--- src/rtl/store_buffer_if.sv ---
// Pipeline / data-memory side signals of the store buffer.
// master = pipeline + memory environment, slave = the buffer itself.
interface store_buffer_if #(
    parameter int DEPTH  = 4,
    parameter int ADDR_W = 32,
    parameter int DATA_W = 32
);
    logic                     sig_mem_write_m;
    logic                     sig_mem_read_m;
    logic [ADDR_W-1:0]        addr_m;
    logic [DATA_W-1:0]        write_data_m;
    logic                     sig_stall;
    logic                     fwd_hit;
    logic [DATA_W-1:0]        fwd_data;
    logic                     mem_req;
    logic [ADDR_W-1:0]        mem_addr;
    logic [DATA_W-1:0]        mem_wdata;
    logic                     mem_ack;
    logic                     empty;
    logic [$clog2(DEPTH):0]   count;

    modport master (
        output sig_mem_write_m, sig_mem_read_m, addr_m, write_data_m, mem_ack,
        input  sig_stall, fwd_hit, fwd_data, mem_req, mem_addr, mem_wdata, empty, count
    );

    modport slave (
        input  sig_mem_write_m, sig_mem_read_m, addr_m, write_data_m, mem_ack,
        output sig_stall, fwd_hit, fwd_data, mem_req, mem_addr, mem_wdata, empty, count
    );
endinterface

--- src/rtl/store_buffer.sv ---
// Posted-write FIFO between the M stage and data memory, with load forwarding.
// Optional STORE_BUFFER_COALESCE_EN: stores hitting a non-head entry update it in place.
module store_buffer #(
    parameter int DEPTH  = 4,
    parameter int ADDR_W = 32,
    parameter int DATA_W = 32
) (
    input  logic              clk,
    input  logic              rst_n,
    store_buffer_if.slave     sb
);
    localparam int PTR_W = $clog2(DEPTH);
    localparam int CNT_W = PTR_W + 1;

    logic [ADDR_W-1:0] addrQ [DEPTH];
    logic [DATA_W-1:0] dataQ [DEPTH];
    logic [PTR_W-1:0]  headPtr, tailPtr;
    logic [CNT_W-1:0]  occ;

    logic              full, isEmpty, doEnq, doPop, coalHit;
    logic              fwdMatch;
    logic [DATA_W-1:0] fwdWord;

    assign full    = (occ == CNT_W'(DEPTH));
    assign isEmpty = (occ == '0);

    // Oldest-to-youngest scan so the last hit is the youngest matching store.
    always_comb begin
        fwdMatch = 1'b0;
        fwdWord  = '0;
        for (int k = 0; k < DEPTH; k++) begin
            if ((CNT_W'(k) < occ) &&
                (addrQ[headPtr + PTR_W'(k)][ADDR_W-1:2] == sb.addr_m[ADDR_W-1:2])) begin
                fwdMatch = 1'b1;
                fwdWord  = dataQ[headPtr + PTR_W'(k)];
            end
        end
    end

`ifdef STORE_BUFFER_COALESCE_EN
    logic [PTR_W-1:0] coalIdx;

    // Head is excluded so the word being offered to memory never changes under mem_req.
    always_comb begin
        coalHit = 1'b0;
        coalIdx = '0;
        if (sb.sig_mem_write_m) begin
            for (int k = 1; k < DEPTH; k++) begin
                if ((CNT_W'(k) < occ) &&
                    (addrQ[headPtr + PTR_W'(k)][ADDR_W-1:2] == sb.addr_m[ADDR_W-1:2])) begin
                    coalHit = 1'b1;
                    coalIdx = headPtr + PTR_W'(k);
                end
            end
        end
    end
`else
    assign coalHit = 1'b0;
`endif

    assign doEnq = sb.sig_mem_write_m & ~full & ~coalHit;
    assign doPop = ~isEmpty & sb.mem_ack;

    assign sb.sig_stall = sb.sig_mem_write_m & full & ~coalHit;
    assign sb.mem_req   = ~isEmpty;
    assign sb.mem_addr  = isEmpty ? '0 : addrQ[headPtr];
    assign sb.mem_wdata = isEmpty ? '0 : dataQ[headPtr];
    assign sb.fwd_hit   = sb.sig_mem_read_m & ~sb.sig_mem_write_m & fwdMatch;
    assign sb.fwd_data  = sb.fwd_hit ? fwdWord : '0;
    assign sb.empty     = isEmpty;
    assign sb.count     = occ;

    always_ff @(posedge clk or negedge rst_n) begin
        if (!rst_n) begin
            headPtr <= '0;
            tailPtr <= '0;
            occ     <= '0;
        end else begin
            if (doEnq) tailPtr <= tailPtr + 1'b1;
            if (doPop) headPtr <= headPtr + 1'b1;
            occ <= occ + CNT_W'(doEnq) - CNT_W'(doPop);
        end
    end

    // Entry payload needs no reset: occupancy alone decides validity.
    always_ff @(posedge clk) begin
        if (doEnq) begin
            addrQ[tailPtr] <= sb.addr_m;
            dataQ[tailPtr] <= sb.write_data_m;
        end
`ifdef STORE_BUFFER_COALESCE_EN
        if (coalHit) begin
            addrQ[coalIdx] <= sb.addr_m;
            dataQ[coalIdx] <= sb.write_data_m;
        end
`endif
    end
endmodule

--- src/flat_wrapper.sv ---
// flat-port wrapper written by rule: the top's interface ports become plain ports
module store_buffer_flat 
#(
    parameter int DEPTH  = 4,
    parameter int ADDR_W = 32,
    parameter int DATA_W = 32
)
  (clk, rst_n, sb_sig_mem_write_m, sb_sig_mem_read_m, sb_addr_m, sb_write_data_m, sb_mem_ack, sb_sig_stall, sb_fwd_hit, sb_fwd_data, sb_mem_req, sb_mem_addr, sb_mem_wdata, sb_empty, sb_count);
  store_buffer_if #(.DEPTH(DEPTH), .ADDR_W(ADDR_W), .DATA_W(DATA_W)) sb_i ();
  input  logic clk;
  input  logic rst_n;
  input wire logic [$bits(sb_i.sig_mem_write_m)-1:0] sb_sig_mem_write_m;
  input wire logic [$bits(sb_i.sig_mem_read_m)-1:0] sb_sig_mem_read_m;
  input wire logic [$bits(sb_i.addr_m)-1:0] sb_addr_m;
  input wire logic [$bits(sb_i.write_data_m)-1:0] sb_write_data_m;
  input wire logic [$bits(sb_i.mem_ack)-1:0] sb_mem_ack;
  output wire logic [$bits(sb_i.sig_stall)-1:0] sb_sig_stall;
  output wire logic [$bits(sb_i.fwd_hit)-1:0] sb_fwd_hit;
  output wire logic [$bits(sb_i.fwd_data)-1:0] sb_fwd_data;
  output wire logic [$bits(sb_i.mem_req)-1:0] sb_mem_req;
  output wire logic [$bits(sb_i.mem_addr)-1:0] sb_mem_addr;
  output wire logic [$bits(sb_i.mem_wdata)-1:0] sb_mem_wdata;
  output wire logic [$bits(sb_i.empty)-1:0] sb_empty;
  output wire logic [$bits(sb_i.count)-1:0] sb_count;
  assign sb_i.sig_mem_write_m = sb_sig_mem_write_m;
  assign sb_i.sig_mem_read_m = sb_sig_mem_read_m;
  assign sb_i.addr_m = sb_addr_m;
  assign sb_i.write_data_m = sb_write_data_m;
  assign sb_i.mem_ack = sb_mem_ack;
  assign sb_sig_stall = sb_i.sig_stall;
  assign sb_fwd_hit = sb_i.fwd_hit;
  assign sb_fwd_data = sb_i.fwd_data;
  assign sb_mem_req = sb_i.mem_req;
  assign sb_mem_addr = sb_i.mem_addr;
  assign sb_mem_wdata = sb_i.mem_wdata;
  assign sb_empty = sb_i.empty;
  assign sb_count = sb_i.count;
  store_buffer #(.DEPTH(DEPTH), .ADDR_W(ADDR_W), .DATA_W(DATA_W)) u_core (.clk(clk), .rst_n(rst_n), .sb(sb_i));
endmodule
--- config.mk ---
export PLATFORM = sky130hd
export DESIGN_NAME = store_buffer_flat
export DESIGN_NICKNAME = d
export VERILOG_FILES = /design/src/rtl/store_buffer_if.sv /design/src/rtl/store_buffer.sv /design/src/flat_wrapper.sv
export SDC_FILE = /design/constraint.sdc
export NUM_CORES = 1
export LEC_CHECK = 0
export CORE_MARGIN = 4
export CORE_UTILIZATION = 43
export DETAILED_ROUTE_END_ITERATION = 16
export PLACE_DENSITY = 0.68
export SETUP_SLACK_MARGIN = 0.02
export SLEW_MARGIN = 20
export SYNTH_ARGS = -nofsm -noshare
export SYNTH_HDL_FRONTEND = slang
export SYNTH_SLANG_ARGS = --single-unit
--- constraint.sdc ---
create_clock -name clk -period 11.6 [get_ports clk]
set_clock_uncertainty 0.2 [all_clocks]
set_input_delay 2.9 -clock clk [delete_from_list [all_inputs] [get_ports clk]]
set_output_delay 2.9 -clock clk [all_outputs]
set_load 0.005 [all_outputs]
==> results of run 1 <==
[flip-flops by register name (all words and copies together), names as in the netlist]
name / count
u_core.addrQ: 128
u_core.dataQ: 128
u_core.headPtr: 2
u_core.sb.count: 3
u_core.tailPtr: 2
[layout make-up]
| class | count | share of cell area |
|---|---|---|
| clock buffer | 42 | 0.0420 |
| sequential | 263 | 0.390 |
| timing repair buffer | 190 | 0.0931 |
| multi-input combinational | 1092 | 0.430 |
| antenna | 1 | 0.000124 |
| tap | 525 | 0.0325 |
| inverter | 18 | 0.00347 |
| clock inverter | 14 | 0.00868 |
[worst max-delay path by stage]
stage / from / end / depth (start not counted)
3_3_place_gp: sb_addr_m[17] / sb_fwd_data[25] / 10
5_1_grt: sb_addr_m[18] / sb_fwd_data[3] / 11
4_1_cts: sb_addr_m[6] / sb_fwd_data[0] / 11
3_5_place_dp: sb_addr_m[17] / sb_fwd_data[6] / 10
6_report: sb_addr_m[17] / sb_fwd_data[22] / 10
2_1_floorplan: sb_addr_m[6] / sb_fwd_data[0] / 10
[worst min-delay path, stage by stage, from the launching register on]
cell and delay, ps:
dfrtp_1 380, inv_1 90, xnor2_1 130
[power by group through the flow]
stage / sequential [mW] / clock [mW] / combinational (mW)
after floorplan: 1.35 / 0 / 1.94
after global placement: 1.43 / 0 / 2.75
after detailed placement: 1.44 / 0 / 2.77
after CTS: 1.42 / 0.984 / 2.78
after global routing: 1.45 / 1.03 / 3.01
final: 1.42 / 0.967 / 2.79
[cells in the mapped netlist, drive strengths merged (25+ instances only)]
master / number / area, um2
edfxtp: 256 / 7690
mux2i: 175 / 1750
nand2: 108 / 405
nor2: 99 / 372
clkbuf: 80 / 300
xnor2: 74 / 648
mux2: 63 / 709
and2: 52 / 325
buf: 52 / 408
o21ai: 50 / 250
mux4: 44 / 991
nor4: 43 / 269
a211oi: 40 / 300
a21oi: 37 / 185
nor2b: 36 / 225
xor2: 34 / 298
o21a: 31 / 233
o221a: 31 / 349
nand2b: 25 / 156
[per-layer routing]
| metal | vias to the layer above | track usage | routed length [um] | share of wire |
|---|---|---|---|---|
| met1 | 6452 | 0.311 | 21900 | 0.44 |
| li1 | 5886 | - | - | - |
| met2 | 520 | 0.363 | 23800 | 0.47 |
| met4 | 0 | 0.0653 | 1300 | 0.026 |
| met3 | 81 | 0.0356 | 3220 | 0.064 |
| met5 | - | 0 | 0 | 0 |
[logic make-up after synthesis]
kind of cell | after synthesis | share of synthesized area
simple gates | 423 | 0.124
mux | 282 | 0.200
compound gates | 270 | 0.115
flops | 263 | 0.454
buf+inv | 150 | 0.0448
xor+xnor | 108 | 0.0547
fa+ha+maj | 9 | 0.00694
==> flow_summary.ini, run 1 <==
[pwr]
switching_share = 0.400
powerDensity_mw_per_mm2 = 257
power_mw = 5.18
power_frac_comb = 0.538
power.leakage_nw = 7.00
power_frac_seq = 0.275
netSwitchingPower_mw = 2.07
p_clk_frac = 0.187
peakVddDrop_mv = 0.128
p_int_mw = 3.11

[setup_path]
cp_cell_sequence = clkdlybuf4s50_1 -> o22ai_1 -> a2111oi_0 -> a22oi_1 -> nor4b_1 -> and3_2 -> buf_12 -> a211oi_1 -> nor4_1 -> clkdlybuf4s50_1
arrival_ps = 7330
path_class = input pin to output pin
cpPeakStageDelay_ps = 910
required_ps = 8500
crit_top_cell = clkdlybuf4s50_1
r2r_slack_ps = 7820
cp_num_buf_inv = 3
r2r_cells = 11
end_kind = output pin
cp-start-kind = input pin
crit_slowest_cell = clkdlybuf4s50_1
path_delay_family = buffers and inverters
regToRegStartpoint = u_core.sb.count[1]
critical_path.max_fanout = 41
r2r_end = u_core.sb.count[2]

[cts]
ctsHoldBuffers = 0
cts.reportedPaths.clkPinSlew_ps = 60
worstSkewPairLatency_ps = 580
cts_buffer_depth = 3
cts_tree = done
post-cts-setup-buffers = 0
htree_levels = 1
cts_buffers = 30
numClockSinks = 263
cts-root-buf = clkbuf_16
postCtsResizedCells = 0

[cells_and_area]
final_cell_mix = edfxtp_1, mux2i_1, clkdlybuf4s50_1, nand2_1, nor2_1
nNetsFinal = 1673
areaGrowthSynthToFinish_pct = 16.7
multiInputGateArea_mm2 = 0.00868
num-fill-cells = 3472
post-route-util = 0.508
mostFrequentLayoutCell = edfxtp_1
final_area_mm2 = 0.0202
seq_area_mm2 = 0.00787
layoutNonFillerInstCount = 2145
drive_gt1_frac = 0.133

[timing]
setup_ws_ps = 1170
hold_slack_ps = 440
timing.final.crit_share = 0.899
fmax_ghz = 0.0959
rsz0062_at_grt = false
slew_violations = 0
worst_pin_slew_ps = 1050
setup-violations-final = 0
finalSetupTns_ps = 0
relSlewSlack = 0.298
finalHoldViolations = 0
period_needed_ps = 10430

[worst_hold_path]
min_path_cells = 2
hp-start = u_core.tailPtr[0]
hold_end = u_core.tailPtr[0]
hp-class = flip-flop to flip-flop

[floorplanning]
die_area_mm2 = 0.0435
num_io_pins = 172
start_util = 0.435
fp.dieH_um = 209
die_w_um = 209
rows = 73
core-area_mm2 = 0.0397

[synthesis]
synth.cell_area_mm2 = 0.0173
synth-edff-count = 256
synth-seq-cells = 263
synth_cell_type_count = 69
ys_warn_count = 0
synth_ff_type = edfxtp_1
syn_nets = 1583
synthCells = 1505
async_flop_share = 0.0266
ys_seq_area_frac = 0.454
syn_avg_cell_area_um2 = 11.5

[detailed_routing]
avgViaCountPerCell = 6.03
firstDrtPassIters = 5
detail_route.drc_violations = 0
ant_nets = 0
routed_wl_um = 50200
vias = 12900
drt-wirelength-per-cell_um = 23.4
drt-initial-drc-count = 1148

[placed_design]
dpl.hpwl_um = 34000
placed_cells = 2088
io_buffers = 171
placed_cell_area_mm2 = 0.0192
dp_slack_ps = 1220
routabilityCongestion = 0.936

[grt]
grt_max_degree = 106
grt_pass1_wl_um = 76700
grt_pass1_vias = 12800
antenna_found_initial = 1
grtUsageTotal = 0.223
gr-total-overflow = 0

[outcome]
status = completed

[job]
cap_violations = 0
Power figures use the tool's default switching activity.
==> run 2, diff against run 1 <==
- SLEW_MARGIN: 20 -> 40
==> flow_summary.ini, run 2 (synthesis results as in run 1) <==
[timing]
rsz0062_at_grt = false
slew_violations = 0
relSlewSlack = 0.465
hold_slack_ps = 435
setup-violations-final = 0
period_needed_ps = 10480
finalSetupTns_ps = 0
fmax_ghz = 0.0955
worst_pin_slew_ps = 802
finalHoldViolations = 0
timing.final.crit_share = 0.903

[cts]
cts_buffer_depth = 3
cts-root-buf = clkbuf_16
cts.reportedPaths.clkPinSlew_ps = 60
htree_levels = 1
cts_tree = done
ctsHoldBuffers = 0
numClockSinks = 263
worstSkewPairLatency_ps = 580
post-cts-setup-buffers = 0
cts_buffers = 28
postCtsResizedCells = 0

[job]
cap_violations = 0

[setup_path]
cp_cell_sequence = clkdlybuf4s50_1 -> and2_1 -> a221oi_1 -> nand4_1 -> or4_1 -> nor3_1 -> a32oi_2 -> buf_4 -> a311o_4 -> nor4_1 -> clkdlybuf4s50_1
regToRegStartpoint = u_core.sb.count[2]
crit_top_cell = clkdlybuf4s50_1
critical_path.max_fanout = 33
arrival_ps = 7380
crit_slowest_cell = clkdlybuf4s50_1
path_class = input pin to output pin
required_ps = 8500
end_kind = output pin
cpPeakStageDelay_ps = 650
r2r_slack_ps = 7800
cp-start-kind = input pin
r2r_cells = 11
r2r_end = u_core.sb.count[2]

[pwr]
power_frac_seq = 0.277
switching_share = 0.401
powerDensity_mw_per_mm2 = 255
power_frac_comb = 0.541
p_int_mw = 3.08
power.leakage_nw = 6.97
power_mw = 5.14
p_clk_frac = 0.182
netSwitchingPower_mw = 2.06
peakVddDrop_mv = 0.256

[grt]
gr-total-overflow = 0
grtUsageTotal = 0.223
antenna_found_initial = 1
grt_pass1_vias = 12900
grt_pass1_wl_um = 77100
grt_max_degree = 106

[floorplanning]
core-area_mm2 = 0.0397
start_util = 0.435
fp.dieH_um = 209
num_io_pins = 172
rows = 73
die_w_um = 209
die_area_mm2 = 0.0435

[worst_hold_path]
hp-class = flip-flop to flip-flop
hp-start = u_core.tailPtr[0]
hold_end = u_core.tailPtr[0]
min_path_cells = 2

[cells_and_area]
final_area_mm2 = 0.0201
areaGrowthSynthToFinish_pct = 16.4
final_cell_mix = edfxtp_1, mux2i_1, clkdlybuf4s50_1, nand2_1, nor2_1
layoutNonFillerInstCount = 2139
drive_gt1_frac = 0.131
num-fill-cells = 3460
nNetsFinal = 1671
mostFrequentLayoutCell = edfxtp_1

[placed_design]
dpl.hpwl_um = 34000
io_buffers = 171
placed_cells = 2088
routabilityCongestion = 0.936
placed_cell_area_mm2 = 0.0192

[detailed_routing]
routed_wl_um = 50200
drt-initial-drc-count = 1210
vias = 12900
detail_route.drc_violations = 0
avgViaCountPerCell = 6.02
ant_nets = 0
firstDrtPassIters = 6
drt-wirelength-per-cell_um = 23.5

[outcome]
status = completed
[run 2: cell types whose count changed in the layout (fill, tap and decap cells not counted)]
cell	previous run	this run
buf_6	0	2
clkinv_2	5	3
and3_2	1	0
and3_4	0	1
buf_4	17	15
clkinvlp_4	3	2
bufinv_16	3	5
inv_6	0	1
inv_4	1	0
clkbuf_1	9	3
clkbuf_8	1	0
clkinv_4	0	1
clkbuf_16	32	28
clkinv_1	3	8
[run 2: power by group through the flow]
stage | clock network (mW) | registers [mW] | logic, mW
detailed placement | 0 | 1.44 | 2.77
finish | 0.936 | 1.42 | 2.78
CTS | 0.951 | 1.42 | 2.78
global route | 0.989 | 1.45 | 3.01
floorplan | 0 | 1.35 | 1.94
global placement | 0 | 1.43 | 2.75
[run 2: worst max path at each step]
stage,end,startpoint,slack (ps)
final,sb_fwd_data[0],sb_addr_m[18],1120
after global routing,sb_fwd_data[0],sb_addr_m[18],940
after CTS,sb_fwd_data[0],sb_addr_m[6],1180
after detailed placement,sb_fwd_data[0],sb_addr_m[18],1200
after global placement,sb_fwd_data[25],sb_addr_m[17],1300
after floorplan,sb_fwd_data[0],sb_addr_m[6],3010
[run 2: layer usage]
layer | vias to the layer above | track usage | part of all wire
met5 | - | 0 | 0
met4 | 0 | 0.0554 | 0.021
met3 | 60 | 0.0368 | 0.066
met2 | 474 | 0.368 | 0.48
met1 | 6458 | 0.312 | 0.44
li1 | 5885 | - | -
[run 2: stage by stage]
| step | setup WS, ps | utilization |
|---|---|---|
| 3_5_place_dp | 1200 | 0.483 |
| 6_report | 1120 | 0.507 |
| 3_3_place_gp | 1300 | 0.482 |
| 5_1_grt | 944 | 0.507 |
| 4_1_cts | 1180 | 0.507 |
| 2_1_floorplan | 3010 | - |
[run 2: area by class of cell]
cell class / instances / area (um2) / share of cell area
well taps: 525 / 657 / 0.0326
diodes: 1 / 2.50 / 0.000124
inverters: 18 / 72.6 / 0.00360
multi-input cells: 1092 / 8690 / 0.431
repair buffers: 190 / 1890 / 0.0937
clock inverters: 19 / 245 / 0.0122
flip-flops and latches: 263 / 7870 / 0.391
clock buffers: 31 / 712 / 0.0354
[run 2: critical path, delay by kind of cell]
kind                   cells  cell delay (ps)
buffers and inverters      3             1550
and+or+nand+nor            5             1790
AOI/OAI and AO/OA          3             1120
==> run 3, diff against run 2 <==
- GPL_TIMING_DRIVEN: not set -> 0
- clock period: 11.6 -> 13.17 ns (I/O delays scaled with it)
==> flow_summary.ini, run 3 (synthesis results as in run 1) <==
[worst_hold_path]
min_path_cells = 2
hold_end = u_core.tailPtr[0]
hp-start = u_core.tailPtr[0]
hp-class = flip-flop to flip-flop

[detailed_routing]
drt-wirelength-per-cell_um = 28.4
vias = 14300
firstDrtPassIters = 6
ant_nets = 0
routed_wl_um = 64400
avgViaCountPerCell = 6.31
drt-initial-drc-count = 1601
detail_route.drc_violations = 0

[floorplanning]
rows = 73
core-area_mm2 = 0.0397
die_w_um = 209
die_area_mm2 = 0.0435
num_io_pins = 172
start_util = 0.435
fp.dieH_um = 209

[grt]
gr-total-overflow = 0
grt_pass1_wl_um = 94600
grt_pass1_vias = 14000
grt_max_degree = 31
grtUsageTotal = 0.285
antenna_found_initial = 1

[pwr]
p_clk_frac = 0.175
power_frac_comb = 0.587
p_int_mw = 2.86
power_frac_seq = 0.239
switching_share = 0.432
powerDensity_mw_per_mm2 = 241
netSwitchingPower_mw = 2.18
power.leakage_nw = 7.31
peakVddDrop_mv = 0.138

[setup_path]
required_ps = 9680
cp-start-kind = input pin
critical_path.max_fanout = 10
r2r_cells = 11
path_class = input pin to output pin
r2r_slack_ps = 7840
end_kind = output pin
arrival_ps = 8270
regToRegStartpoint = u_core.headPtr[0]
r2r_end = u_core.headPtr[1]

[timing]
fmax_ghz = 0.0850
setup-violations-final = 0
slew_violations = 0
finalSetupTns_ps = 0
timing.final.crit_share = 0.893
rsz0062_at_grt = false
relSlewSlack = 0.407
worst_pin_slew_ps = 890
setup_ws_ps = 1410
period_needed_ps = 11760
finalHoldViolations = 0

[job]
cap_violations = 0

[cts]
cts_tree = done
post-cts-setup-buffers = 0
ctsHoldBuffers = 0
cts-root-buf = clkbuf_16
cts_buffers = 30
worstSkewPairLatency_ps = 610
cts_buffer_depth = 3
numClockSinks = 263
postCtsResizedCells = 0
htree_levels = 1
cts.reportedPaths.clkPinSlew_ps = 60

[placed_design]
io_buffers = 171
dp_slack_ps = 1560
dpl.hpwl_um = 46500
placed_cell_area_mm2 = 0.0199
routabilityCongestion = 1.00

[cells_and_area]
final_cell_mix = edfxtp_1, mux2i_1, clkdlybuf4s50_1, nand2_1, nor2_1
num-fill-cells = 3473
areaGrowthSynthToFinish_pct = 20.9
final_area_mm2 = 0.0209
mostFrequentLayoutCell = edfxtp_1
nNetsFinal = 1795
drive_gt1_frac = 0.144

[outcome]
status = completed
-- run 3: cell types whose count changed in the layout (fill, tap and decap cells not counted), sizes merged --
| cell | before | now |
|---|---|---|
| clkbuf | 31 | 120 |
| buf | 19 | 61 |
| clkinv | 13 | 10 |
| bufinv | 5 | 4 |
-- run 3: cell type report --
| class | count | area, um2 | area share |
|---|---|---|---|
| multi-input cells | 1092 | 8680 | 0.415 |
| flip-flops and latches | 263 | 7860 | 0.376 |
| repair buffers | 180 | 1880 | 0.0901 |
| clock buffers | 40 | 838 | 0.0401 |
| plain buffers | 132 | 714 | 0.0342 |
| well taps | 525 | 657 | 0.0314 |
| clock inverters | 15 | 206 | 0.00987 |
| inverters | 18 | 67.6 | 0.00323 |
| diodes | 1 | 2.50 | 0.000120 |
-- run 3: power by group through the flow --
stage | logic [mW] | clock network (mW) | registers [mW]
final | 2.95 | 0.879 | 1.20
after floorplan | 1.71 | 0 | 1.19
after CTS | 2.91 | 0.884 | 1.20
after global routing | 3.10 | 0.924 | 1.21
after global placement | 2.83 | 0 | 1.23
after detailed placement | 2.89 | 0 | 1.21
-- run 3: layer usage --
metal | track usage | part of all wire
met2 | 0.437 | 0.44
met1 | 0.429 | 0.44
met3 | 0.0393 | 0.085
met5 | 0.0145 | 0.0017
met4 | 0.0693 | 0.025
-- run 3: per-stage QoR --
stage | utilization | hold WS (ps) | instances | total power [mW]
2_1_floorplan | - | 380 | 1505 | 2.90
3_3_place_gp | 0.495 | 399 | 2201 | 4.06
3_5_place_dp | 0.500 | 428 | 2210 | 4.10
4_1_cts | 0.526 | 437 | 2265 | 4.99
5_1_grt | 0.526 | 468 | 2265 | 5.24
6_report | 0.526 | 435 | 2266 | 5.03
-- run 3: how the worst max path moves through the flow --
stage / start / end / slack, ps / cells after the start
final: sb_addr_m[17] / sb_fwd_data[21] / 1410 / 12
after global routing: sb_addr_m[17] / sb_fwd_data[21] / 1350 / 12
after CTS: sb_addr_m[17] / sb_fwd_data[21] / 1550 / 12
after detailed placement: sb_addr_m[17] / sb_fwd_data[21] / 1560 / 12
after global placement: sb_addr_m[18] / sb_fwd_data[30] / 1460 / 12
after floorplan: sb_addr_m[6] / sb_fwd_data[0] / 3800 / 10
-- run 3: worst max-delay path, stage by stage --
cell             delay, ps
clkdlybuf4s50_1        630
clkbuf_1               540
o22ai_1                220
a2111oi_0              500
a22oi_1                310
nor4b_1                390
and3_1                 240
buf_2                  270
clkbuf_1               510
a211oi_1                90
nor4_1                 640
clkdlybuf4s50_1        630
